## src/rtl/hub75_pkg.sv

```systemverilog
// Shared types and constants for the HUB75 panel scan controller.
// Holds the row phase encoding, the rgb bit positions and the default geometry.
package hub75_pkg;

  typedef enum logic [1:0] {
    PH_SHIFT,
    PH_BLANK,
    PH_LATCH,
    PH_SHOW
  } phase_t;

  // Bit positions inside rgb = {R1,G1,B1,R2,G2,B2}
  localparam int RGB_R1 = 5;
  localparam int RGB_G1 = 4;
  localparam int RGB_B1 = 3;
  localparam int RGB_R2 = 2;
  localparam int RGB_G2 = 1;
  localparam int RGB_B2 = 0;

  localparam int DEF_COLS      = 32;
  localparam int DEF_ROWS_HALF = 8;
  localparam int DEF_BRIGHT_W  = 4;
  localparam int DEF_UNIT      = 4;

  function automatic int max2(input int a, input int b);
    return (a > b) ? a : b;
  endfunction

endpackage

```

## src/rtl/hub75_oe_pwm.sv

```systemverilog
// Output-enable PWM for the SHOW phase: oe is low (lit) for the first
// bright_q*UNIT cycles of SHOW and high (blank) otherwise.
module hub75_oe_pwm
  import hub75_pkg::*;
#(
  parameter int BRIGHT_W = DEF_BRIGHT_W,
  parameter int UNIT     = DEF_UNIT,
  parameter int CNT_W    = 8
) (
  input  logic                show,
  input  logic [CNT_W-1:0]    idx,
  input  logic [BRIGHT_W-1:0] bright_q,
  output logic                oe
);

  logic [31:0] on_len;

  always_comb begin
    on_len = 32'(bright_q) * 32'(UNIT);
    oe     = !(show && (32'(idx) < on_len));
  end

endmodule

```

## src/rtl/hub75_scan.sv

```systemverilog
// HUB75 scan controller: per row SHIFT -> BLANK -> LATCH -> SHOW, with
// framebuffer addressing, binary-weighted brightness and frame-aligned bank swap.
module hub75_scan
  import hub75_pkg::*;
#(
  parameter int COLS      = DEF_COLS,
  parameter int ROWS_HALF = DEF_ROWS_HALF,
  parameter int BRIGHT_W  = DEF_BRIGHT_W,
  parameter int UNIT      = DEF_UNIT
) (
  input  logic                          clk,
  input  logic                          reset,
  output logic [$clog2(COLS)-1:0]       pix_col,
  output logic [$clog2(ROWS_HALF)-1:0]  pix_row,
  output logic                          pix_buf,
  input  logic [2:0]                    pix_top,
  input  logic [2:0]                    pix_bot,
  input  logic [BRIGHT_W-1:0]           bright,
  input  logic                          swap_req,
  output logic                          swap_ack,
  output logic                          frame_start,
  output logic [5:0]                    rgb,
  output logic                          outclk,
  output logic                          lat,
  output logic                          oe,
  output logic [$clog2(ROWS_HALF)-1:0]  abc
);

  localparam int COL_W     = $clog2(COLS);
  localparam int ROW_W     = $clog2(ROWS_HALF);
  localparam int SHIFT_LEN = 2 * COLS + 2;
  localparam int SHOW_LEN  = (2 ** BRIGHT_W) * UNIT;
  localparam int CNT_W     = $clog2(max2(SHIFT_LEN, SHOW_LEN));

  phase_t              phase, phase_n;
  logic [CNT_W-1:0]    cnt, cnt_n;
  logic [ROW_W-1:0]    row, row_n;
  logic                buf_sel, buf_n;
  logic [BRIGHT_W-1:0] bright_q;
  logic [5:0]          rgb_q, rgb_n;
  logic [ROW_W-1:0]    abc_q, abc_n;
  logic                oe_pwm;

  always_ff @(posedge clk) begin
    if (reset) begin
      phase    <= PH_SHIFT;
      cnt      <= '0;
      row      <= '0;
      buf_sel  <= 1'b0;
      rgb_q    <= '0;
      abc_q    <= '0;
      bright_q <= bright;
    end else begin
      phase   <= phase_n;
      cnt     <= cnt_n;
      row     <= row_n;
      buf_sel <= buf_n;
      rgb_q   <= rgb_n;
      abc_q   <= abc_n;
      if (frame_start) bright_q <= bright;
    end
  end

  always_comb begin
    phase_n     = phase;
    cnt_n       = cnt + 1'b1;
    row_n       = row;
    buf_n       = buf_sel;
    rgb_n       = rgb_q;
    abc_n       = abc_q;
    swap_ack    = 1'b0;
    frame_start = 1'b0;
    lat         = 1'b0;
    outclk      = 1'b0;
    pix_col     = COL_W'(COLS - 1);
    unique case (phase)
      PH_SHIFT: begin
        frame_start = (cnt == '0) && (row == '0);
        if (cnt < CNT_W'(2 * COLS)) pix_col = cnt[COL_W:1];
        // Shift clock rises one cycle after each column lands on rgb
        outclk = cnt[0] && (cnt >= CNT_W'(3));
        if (cnt[0] && (cnt < CNT_W'(2 * COLS))) begin
          rgb_n         = '0;
          rgb_n[RGB_R1] = pix_top[2];
          rgb_n[RGB_G1] = pix_top[1];
          rgb_n[RGB_B1] = pix_top[0];
          rgb_n[RGB_R2] = pix_bot[2];
          rgb_n[RGB_G2] = pix_bot[1];
          rgb_n[RGB_B2] = pix_bot[0];
        end
        if (cnt == CNT_W'(SHIFT_LEN - 1)) begin
          rgb_n   = '0;
          abc_n   = row;
          phase_n = PH_BLANK;
          cnt_n   = '0;
        end
      end
      PH_BLANK: begin
        phase_n = PH_LATCH;
        cnt_n   = '0;
      end
      PH_LATCH: begin
        lat     = !reset;
        phase_n = PH_SHOW;
        cnt_n   = '0;
      end
      PH_SHOW: begin
        if (cnt == CNT_W'(SHOW_LEN - 1)) begin
          phase_n = PH_SHIFT;
          cnt_n   = '0;
          row_n   = row + 1'b1;
          // Bank flips only on the final cycle of the frame
          if ((row == ROW_W'(ROWS_HALF - 1)) && swap_req) begin
            buf_n    = !buf_sel;
            swap_ack = !reset;
          end
        end
      end
      default: begin
        phase_n = PH_SHIFT;
        cnt_n   = '0;
      end
    endcase
  end

  hub75_oe_pwm #(
    .BRIGHT_W (BRIGHT_W),
    .UNIT     (UNIT),
    .CNT_W    (CNT_W)
  ) u_oe_pwm (
    .show     (phase == PH_SHOW),
    .idx      (cnt),
    .bright_q (bright_q),
    .oe       (oe_pwm)
  );

  assign oe      = oe_pwm | reset;
  assign rgb     = rgb_q;
  assign abc     = abc_q;
  assign pix_row = row;
  assign pix_buf = buf_sel;

endmodule

```

## config.mk

```make
export PLATFORM = sky130hd
export DESIGN_NAME = hub75_scan
export DESIGN_NICKNAME = d
export VERILOG_FILES = /design/src/rtl/hub75_pkg.sv /design/src/rtl/hub75_oe_pwm.sv /design/src/rtl/hub75_scan.sv
export SDC_FILE = /design/constraint.sdc
export NUM_CORES = 1
export LEC_CHECK = 0
export ABC_AREA = 1
export CORE_UTILIZATION = 40
export DETAILED_ROUTE_END_ITERATION = 8
export HOLD_SLACK_MARGIN = 0.02
export PLACE_DENSITY = 0.77
export SYNTH_ARGS = -nofsm -noshare
export SYNTH_HDL_FRONTEND = slang
export SYNTH_SLANG_ARGS = --single-unit
```

## constraint.sdc

```tcl
create_clock -name clk -period 3.3 [get_ports clk]
set_clock_uncertainty 0.2 [all_clocks]
set_input_delay 0.33 -clock clk [delete_from_list [all_inputs] [get_ports clk]]
set_output_delay 0.33 -clock clk [all_outputs]
set_load 0.02 [all_outputs]
```

== Yosys cells after proc, flatten, opt, wreduce, memory -nomap -nowiden ==
Cells that the tools add are included.

* Flip-flop bits (word level): 26
* Word-level logic and storage cells: 58

* Add/sub/neg operators: 2
* Magnitude comparators: 3
* Eq/ne operators: 8
* Muxes and demuxes: 18
* Bitwise operators: 1
* Reductions and logical operators: 19

{| class="wikitable"
|+ Operators with widths
! cell !! number
|-
| one-hot mux 7 bit (3 select lines) || 1
|-
| two-way mux 7 bit || 2
|-
| two-way mux 6 bit || 2
|-
| two-way mux 5 bit || 2
|-
| two-way mux 4 bit || 2
|-
| one-hot mux 2 bit (4 select lines) || 1
|-
| AND reduction 2 bit || 4
|-
| adder 7 x 1 -> 7 bit, second input constant || 1
|-
| == test 7 x 6 -> 1 bit, second input constant || 1
|-
| == test 7 bit, second input constant || 1
|-
| greater-or-equal comparator 7 x 2 -> 1 bit, second input constant || 1
|-
| zero test 7 bit || 1
|-
| less-than comparator 7 x 6 -> 1 bit || 1
|-
| less-than comparator 7 bit, second input constant || 1
|-
| two-way mux 1 bit || 6
|-
| logical AND 1 bit || 5
|-
| == test 2 bit, second input constant || 2
|-
| two-way mux 2 bit || 2
|-
| inequality test 2 bit, second input constant || 2
|-
| nonzero test 2 bit || 2
|-
| adder 3 x 1 -> 3 bit, second input constant || 1
|-
| == test 3 bit, second input constant || 1
|-
| zero test 1 bit || 3
|-
| zero test 3 bit || 1
|-
| 5 further kinds || 5
|}

== Longest topological paths before layout ==
Gate-level depths: netlist of run 1.

* Word-level depth: 5
* Gate-level depth with buffers: 10
* Depth with buffers taken out: 10

== Hierarchy ==
A second synthesis of run 1 with hierarchy kept.

* Cell total of the unflattened synthesis: 183
* Area total of the unflattened synthesis: 1401.3 um^2

{| class="wikitable"
|+ Modules (own cells, without submodules)
! module !! instances !! cells each !! area each (um^2) !! sequential area each (um^2)
|-
| hub75_scan || 1 || 164 || 1297.5 || 560.5
|-
| hub75_oe_pwm || 1 || 19 || 103.8 || 0.0
|}

== Worst setup path after synthesis of run 1 ==
Ideal clock, no wire load.

* Kind: register to output
* Start point: reg cnt[0]
* End point: out swap_ack
* Arrival time: 1.379 ns
* Data required time: 2.770 ns
* Setup slack: 1.391 ns
* Stages on the path, launching flop included: 8
* Buffers on the path: 0
* Cell sequence: dfxtp_1 ha_1 nand2_1 nor2_4 nand2_1 nor2_2 nand2_1 nor2_1

* Word-level cells in the longest chain between the ends: 3

{| class="wikitable"
|+ Ends and longest elaborated chain
! what !! line !! source
|-
| start, declared || hub75_scan.sv:36 || <nowiki>logic [CNT_W-1:0] cnt, cnt_n;</nowiki>
|-
| start signal, assigned || hub75_scan.sv:55 || <nowiki>cnt <= cnt_n;</nowiki>
|-
| == test 7 x 6 -> 1 bit || hub75_scan.sv:108 || <nowiki>if (cnt == CNT_W'(SHOW_LEN - 1)) begin</nowiki>
|-
| two-way mux 1 bit || hub75_scan.sv:108 ||
|-
| two-way mux 1 bit || hub75_scan.sv:76 || <nowiki>unique case (phase)</nowiki>
|-
| end, declared || hub75_scan.sv:20 || <nowiki>output logic swap_ack,</nowiki>
|}

No other way between the ends.

== Worst setup path in the final report of run 1 ==
Same ends and word-level chain as after synthesis.

==> results.txt, run 1 <==
The flow ran to the end, and the final reports show no timing, DRC or antenna violations. The number of gates resized after cts came out at 0. Counting every net in the synthesized netlist gives 195.

The ratio of total power to cell area is 347.5 nW/um^2. The TritonCTS sink count came out at 26. Of the available clock period, the critical path in the final layout requires 83.93%. The post-synthesis cell type count came out at 24.

The clock slew at the register clock pins of the worst setup and hold paths is 0.15 ns. In the final design database the tool counted approximately 240 nets. The overall power of the completed layout came out at just over 600 uW. The hold-fix buffer count after cts is 0. The transition time of the tightest slew-check pin came out at 0.5693 ns. STA classifies the critical path startpoint as a register. The critical path required time came out at 2.77 ns. In this run the cell area measured after placement is 1720 um^2.

The worst hold path belongs to the class register to register. The antenna diode count is 0. Entering global routing, the biggest net connects 16 pins. The maximum ir drop on the vdd rail came out at roughly 0.15 mV.

The buffers plus inverters on the worst setup path came out at 1. The number of global-route vias before repair was approximately 1100. During synthesis, Yosys emitted a total of 0 warnings. The number of buffers on the longest clock path came out at 2. The share of post-route cells with drive strength above 1 came out at 7.656%. STA classifies the critical path endpoint as a primary output. The post-route setup TNS came out at 0 ns. The number of antenna violations at the first check in global routing came to 0.

The tool flagged a number of max-cap violations equal to 0. In this design, the stage delay of the slowest critical-path cell is between 0.6 and 0.7 ns. The startpoint identified for the worst register-to-register timing path is phase[0]. In the routed design, unresolved DRC markers number 0. CTS built an H-tree with a depth of 1.

The number of optimization iterations in the first detailed-route pass came out at 4. The headroom to the max-slew limit is 61.64%. The number of primary I/O pins is 36. The slowest stage of the critical path is the sky130_fd_sc_hd__clkdlybuf4s50_1 cell. Grouping stages by cell kind, the critical path spends the most delay in simple AND/OR/NAND/NOR gates. Setup repair after global routing left no endpoint under its margin. The violation count after the first detailed-routing iteration is 30. The area of the die came out at 3521 um^2. Based on the critical path, the design can be clocked at up to 361.0 MHz. The instance count on the critical path came out at 8. The class of the most critical setup path is register to primary output.

The later pin in the worst-skew pair is clocked with a latency of 0.32 ns. The hold violation count in the final report came out at 0. The count of buffers inserted at the top-level ports is 35.

The cell count of the worst reg-to-reg path is 6. The CTS root buffer is sky130_fd_sc_hd__clkbuf_4. TritonCTS built the clock tree. A synthesized cell averages 7.735 um^2. The top fanout value on the critical path came out at 8. The core area is 3078 um^2.

The share of synthesized area in the top cell type comes to 33.49%. The static power due to leakage came out at 0.7824 nW. For this run the aggregate overflow at the end of global routing stands at 0. The detailed-route wire length per cell came out at roughly 11 um.

The final worst hold slack came out at 0.2938 ns. The signal on the critical path passes through ha_1 > nand2_1 > nor2_4 > nand2_1 > nor2_2 > nand2_1 > nor2_1 > clkdlybuf4s50_1. The number of storage elements in the synthesis netlist is 26. The initial utilization of the core area, before any placement, comes to 42.72%. The detailed-route via count is 1150.

The number of buffers inserted to repair setup after CTS came out at 0. The cell that appears most often on the critical path is sky130_fd_sc_hd__nand2_1. For the worst setup path, the data arrival time is 2.24 ns. The y dimension of the die is approximately 59 um. The die is 59.34 um wide. Setup violations remaining at the end of the flow were counted as 0. In this run the critical register-to-register path is captured at bright_q[2]. Once detailed placement completed, the half-perimeter wirelength came to between 2 and 2.5 mm. Yosys attributes the largest share of cell area to sky130_fd_sc_hd__dfxtp_1, sky130_fd_sc_hd__ha_1, sky130_fd_sc_hd__nand2_1. The slack of the worst reg-to-reg path is 1.23 ns.

The average via count per standard cell came out at 4.545. The time the worst path needs with I/O delays and setup came out at 2.770 ns. sky130_fd_sc_hd__dfxtp_1 takes more of the synthesized area than any other cell. The sequential fraction of the synthesis area is 42.63%. The first-pass GRT wire length is 4.671 mm.

The total clock buffers created by CTS is 3. The placer's final routability congestion estimate is 0.8488. The post-synthesis instance area came out at around 1300 um^2. The sum of routed wire length over all layers came out at about 2.8 mm. In this run the worst setup path begins at cnt[0]. The total routing resource utilization after global routing is ~18%. Compared with the post-synthesis result, the final layout area differs by 34.44%. The total non-filler cell area in the finished layout is ~1800 um^2.

The end of the critical path is swap_ack. The number of max-slew violations in the final report came out at 0. The residual antenna-violating net count after detailed routing came out at 0. The placement row count came out at 20.

Synthesis produced a netlist whose cell count is 170.
cells by family (layout without fill, tap and decap cells):
logic type      after synthesis  after routing  synth area share, %
buf+inv                      29             68                8.943
simple gates                 79             79                26.45
compound gates               20             20                7.897
xor+xnor                      4              4                2.664
fa+ha+maj                    12             12                11.42
flops                        26             26                42.63
cells in the final DEF (no fill, tap or decap):
cell type                          n
sky130_fd_sc_hd__buf_4             2
sky130_fd_sc_hd__edfxtp_1          4
sky130_fd_sc_hd__xor2_1            4
sky130_fd_sc_hd__clkdlybuf4s50_1  35
sky130_fd_sc_hd__clkinv_2          1
sky130_fd_sc_hd__clkbuf_16         1
sky130_fd_sc_hd__nand4_1           1
sky130_fd_sc_hd__nand2_2           1
sky130_fd_sc_hd__o21ai_1           4
sky130_fd_sc_hd__nand2_1          35
sky130_fd_sc_hd__clkbuf_4          3
sky130_fd_sc_hd__nor2_1           21
sky130_fd_sc_hd__a41oi_1           1
sky130_fd_sc_hd__nor4_1            1
sky130_fd_sc_hd__nand3_2           2
sky130_fd_sc_hd__nor2_2            2
sky130_fd_sc_hd__a21oi_1          11
sky130_fd_sc_hd__nand3_1          13
sky130_fd_sc_hd__nor3_1            2
sky130_fd_sc_hd__nor2_4            1
sky130_fd_sc_hd__inv_1            22
sky130_fd_sc_hd__o21ai_0           4
sky130_fd_sc_hd__clkinv_1          1
sky130_fd_sc_hd__inv_2             3
sky130_fd_sc_hd__ha_1             12
sky130_fd_sc_hd__dfxtp_1          22
state kept, by name, indices dropped and copies added (netlist names):
| register | flops |
|---|---|
| cnt | 7 |
| rgb | 6 |
| bright_q | 4 |
| abc | 3 |
| pix_row | 3 |
| phase | 2 |
| pix_buf | 1 |
cells in the mapped netlist:
library cell,n
sky130_fd_sc_hd__nand3_1,13
sky130_fd_sc_hd__clkinv_1,1
sky130_fd_sc_hd__nor2_1,21
sky130_fd_sc_hd__a21oi_1,11
sky130_fd_sc_hd__nand2_1,35
sky130_fd_sc_hd__buf_6,1
sky130_fd_sc_hd__ha_1,12
sky130_fd_sc_hd__inv_2,3
sky130_fd_sc_hd__nor2_2,2
sky130_fd_sc_hd__o21ai_0,4
sky130_fd_sc_hd__inv_1,22
sky130_fd_sc_hd__dfxtp_1,22
sky130_fd_sc_hd__nor2_4,1
sky130_fd_sc_hd__xor2_1,4
sky130_fd_sc_hd__nor3_1,2
sky130_fd_sc_hd__clkbuf_1,1
sky130_fd_sc_hd__nor4_1,1
sky130_fd_sc_hd__o21ai_1,4
sky130_fd_sc_hd__nand3_2,2
sky130_fd_sc_hd__nand4_1,1
sky130_fd_sc_hd__edfxtp_1,4
sky130_fd_sc_hd__a41oi_1,1
sky130_fd_sc_hd__nand2_2,1
sky130_fd_sc_hd__clkinv_2,1
layer usage:
| metal | track usage (%) | vias to the layer above | wire length [um] | part of all wire, % |
|---|---|---|---|---|
| met4 | 7.483 | 0 | 48 | 1.7 |
| li1 | - | 616 | - | - |
| met5 | 0 | - | 0 | 0 |
| met1 | 23.09 | 509 | 1298 | 46 |
| met3 | 2.183 | 4 | 96 | 3.4 |
| met2 | 29.53 | 21 | 1381 | 49 |
power by group:
group | internal, mW | total [mW] | switching (mW)
Sequential | 0.334 | 0.342 | 0.00761
Clock | 0.0925 | 0.187 | 0.0942
Combinational | 0.0420 | 0.0858 | 0.0438
Total | 0.469 | 0.614 | 0.146
worst register-to-register path: stages (launching register included):
cell and delay, ns:
sky130_fd_sc_hd__dfxtp_1 0.35, sky130_fd_sc_hd__inv_1 0.10, sky130_fd_sc_hd__ha_1 0.26, sky130_fd_sc_hd__inv_1 0.11, sky130_fd_sc_hd__nor2_1 0.09, sky130_fd_sc_hd__nand4_1 0.12
sky130_fd_sc_hd__o21ai_0 0.50
area by class of cell:
cell class	count	area, um^2
fillers	276	1310
multi-input cells	115	636.9
flip-flops and latches	26	560.5
repair buffers	37	365.4
well taps	44	55.05
inverters	27	102.6
clock buffers	4	47.55
per-stage QoR:
stage	worst slack (ns)	std cells	utilization, %
after global routing	0.3480	253	57.44
after floorplan	1.391	170	-
after global placement	0.9101	249	55.89
after detailed placement	0.8601	249	55.89
after CTS	0.4979	253	57.44
final	0.5302	253	57.44
worst min path at each step:
| stage | startpoint | to | slack [ns] | cells past startpoint |
|---|---|---|---|---|
| 6_report | rgb[3] | rgb[3] | 0.29 | 2 |
| 5_1_grt | rgb[3] | rgb[3] | 0.32 | 2 |
| 4_1_cts | rgb[3] | rgb[3] | 0.29 | 2 |
| 3_5_place_dp | rgb[3] | rgb[3] | 0.28 | 2 |
| 3_3_place_gp | abc[1] | abc[1] | 0.26 | 2 |
| 2_1_floorplan | bright[0] | bright_q[0] | 0.23 | 0 |
(Power assumes the default switching activity.)
==> run 2: changes to the inputs <==
clock period = 2.6 ns   (was 3.3 ns; I/O delays follow)
==> results.txt, run 2 (synthesis results as in run 1) <==
The flow ran to the end, and the final reports show no timing, DRC or antenna violations. The worst setup margin was 0.1964 ns (-0.3338 ns). The detailed placement HPWL is 2.113 mm (-5.6%). The starting utilization of the core area is 42.72% (unchanged). The CTS root buffer is sky130_fd_sc_hd__clkbuf_4. The library cells used most frequently in the layout, excluding fill and tap cells, are sky130_fd_sc_hd__nand2_1, sky130_fd_sc_hd__clkdlybuf4s50_1, sky130_fd_sc_hd__inv_1.

The pin count of the biggest net entering global routing came out at 15 (-1). The maximum ir drop on the vdd rail came out at 0.1341 mV (-11%). The number of primary I/O pins is 36 (unchanged). The insertion delay to the later sink of the worst-skew pair is 0.31 ns (about the same). The utilization after layout came out at 57.24% (-0.20 points).

The antenna diode count came out at 0 (unchanged). The buffers plus inverters on the worst setup path came out at 2 (+1). The overall power of the completed layout is 739.9 uW (+20%).

The register with the most flip-flops is cnt. In this run the worst setup path begins at bright_q[1]. TritonCTS built the clock tree. The top fanout value on the critical path is 1 (-7). The average via count per standard cell was 4.502 (-0.96%). The sum of routed wire length over all layers came out at 2.679 mm (-5.1%). The time the worst path needs with I/O delays and setup came out at 2.404 ns. The number of stages on the worst hold path is 1 (-1).

The number of flip-flops in the largest register was 7 (unchanged). The headroom to the max-slew limit came out at 59.83% (-1.8 points). The static power due to leakage came out at 0.7884 nW (+0.76%). The horizontal extent of the die is 59.34 um (unchanged). The slack of the worst reg-to-reg path is 0.56 ns (-0.67 ns).

The worst setup path is launched from a register. The first-pass GRT wire length is 4.567 mm (-2.2%). The cell count of the worst reg-to-reg path is 6 (unchanged). The residual antenna-violating net count after detailed routing was 0 (unchanged). The critical path required time came out at 2.14 ns (-0.63 ns). The hold violation count in the final report came to 0 (unchanged).

The kind of end point of the critical path is a primary output. The count of buffers inserted at the top-level ports came out at 35 (unchanged). The post-route DRC violation count came out at 0 (unchanged).

The clock slew at the register clock pins of the worst setup and hold paths is 0.14 ns (about the same). The placer's final routability congestion estimate came out at 0.8147 (-4.0%). In this run the worst hold path is classified as input port to register. The violation count after the first detailed-routing iteration is 19 (-37%).

The fmax came out at 416.0 MHz. Leaving out fill and tap cells, the most frequent cell in the layout is sky130_fd_sc_hd__nand2_1. The data arrival time of the worst path came out at 1.94 ns (-0.30 ns).

The maximum level of the CTS H-tree is 1 (unchanged). The total routing resource utilization after global routing is 16.96% (-0.78 points). The path with the worst hold slack has its endpoint at bright_q[1]. The net count reported at finish is 235 (unchanged). The core area came to 3078 um^2 (unchanged). The signal on the critical path passes through inv_1 > ha_1 > a21oi_1 > nor2_1 > o21ai_0 > nand2_1 > clkdlybuf4s50_1. The hold-fix buffer count after cts came to 0 (unchanged). The area of the die is 3521 um^2 (unchanged). The y dimension of the die is 59.34 um (unchanged).

The worst setup path is of the register to primary output kind. The footprint of the flip-flops and latches was 563.0 um^2 (+0.45%). The post-place setup slack was 0.2255 ns (-0.6347 ns). The highest cell delay on the worst timing path came out at 0.54 ns (-0.07 ns). The detailed-route via count came out at 1139 (-0.96%). The number of optimization iterations in the first detailed-route pass came out at 4 (unchanged). The number of global-route vias before repair is 1003 (-6.0%).

The number of endpoints failing setup at the final stage was 0 (unchanged). Setup repair after global routing left no endpoint under its margin. The number of antenna violations at the first check in global routing came out at 0 (unchanged). The post-route setup TNS came out at 0 ns (unchanged). The final worst-path cycle share came out at 92.45%. The detailed-route wire length per cell is 10.59 um (-5.1%). The number of max-slew violations in the final report came out at 0 (unchanged). The endpoint identified for the worst register-to-register timing path is bright_q[3]. The top cell family by delay on the critical path is buffers and inverters.

The ratio of total power to cell area is 420.0 nW/um^2 (+21%). The TritonCTS sink count was 26 (unchanged). In this run the critical register-to-register path is launched from phase[0]. The worst hold path begins at bright[1]. The total clock buffers created by CTS came out at 3 (unchanged). The multi-input logic area is 636.9 um^2 (unchanged). From synthesis to final layout, the design area changed by 33.97%. The placement row count came out at 20 (unchanged). The number of buffers on the longest clock path is 2 (unchanged). The fill cell total of the finished layout is 297 (+7.6%). The share of post-route cells with drive strength above 1 is 8.612% (+0.96 points).

The number of max-capacitance violations reported is 0 (unchanged). The slowest stage of the critical path is the sky130_fd_sc_hd__clkdlybuf4s50_1 cell. The total congestion overflow came out at 0 (unchanged). The transition time of the tightest slew-check pin came out at 0.5962 ns (+0.02690 ns).
[run 2: changes by cell type in the layout (fill, tap and decap cells not counted), sizes merged]
cell | previous run | this run
dlymetal6s2s | 0 | 1
clkdlybuf4s50 | 35 | 33
clkdlybuf4s15 | 0 | 1
[run 2: layout make-up]
class                      instances  share of cell area (%)
multi-input combinational        115                   36.15
sequential                        26                   31.96
timing repair buffer              37                   20.88
inverter                          27                   5.824
tap                               44                   3.125
clock buffer                       4                   2.060
[run 2: layer usage]
layer | track usage, % | vias to the layer above | share of wire (%)
met4 | 6.463 | 0 | 1.1
met5 | 0 | - | 0
met1 | 24.53 | 505 | 51
met2 | 25.52 | 14 | 45
met3 | 2.183 | 2 | 2.7
li1 | - | 618 | -
[run 2: power breakdown]
| part | leakage (nW) | internal (mW) | switching (mW) |
|---|---|---|---|
| clock | 0.0210 | 0.0854 | 0.114 |
| sequential | 0.220 | 0.424 | 0.00907 |
| combinational | 0.547 | 0.0527 | 0.0541 |
| total | 0.788 | 0.563 | 0.177 |
[run 2: how the worst max path moves through the flow]
| stage | endpoint | slack [ns] | depth (start not counted) |
|---|---|---|---|
| after floorplan | swap_ack | 0.76 | 7 |
| after global placement | swap_ack | 0.26 | 8 |
| after detailed placement | swap_ack | 0.23 | 8 |
| after CTS | frame_start | 0.11 | 7 |
| after global routing | oe | 0.004 | 7 |
| final | oe | 0.20 | 7 |
[run 2: timing repair]
action                                  4_1_cts  5_1_grt
endpoints found under the setup margin        1        3
pin swaps                                     0        0
buffers inserted                              0        0
gates resized for setup                       2        3
[run 2: through the flow]
| stage | instance area [um^2] | hold slack, ns | std cells |
|---|---|---|---|
| CTS | 1757 | 0.2790 | 253 |
| finish | 1762 | 0.2900 | 253 |
| global placement | 1720 | 0.2662 | 249 |
| floorplan | 1315 | 0.1589 | 170 |
| detailed placement | 1720 | 0.2752 | 249 |
| global route | 1762 | 0.2570 | 253 |
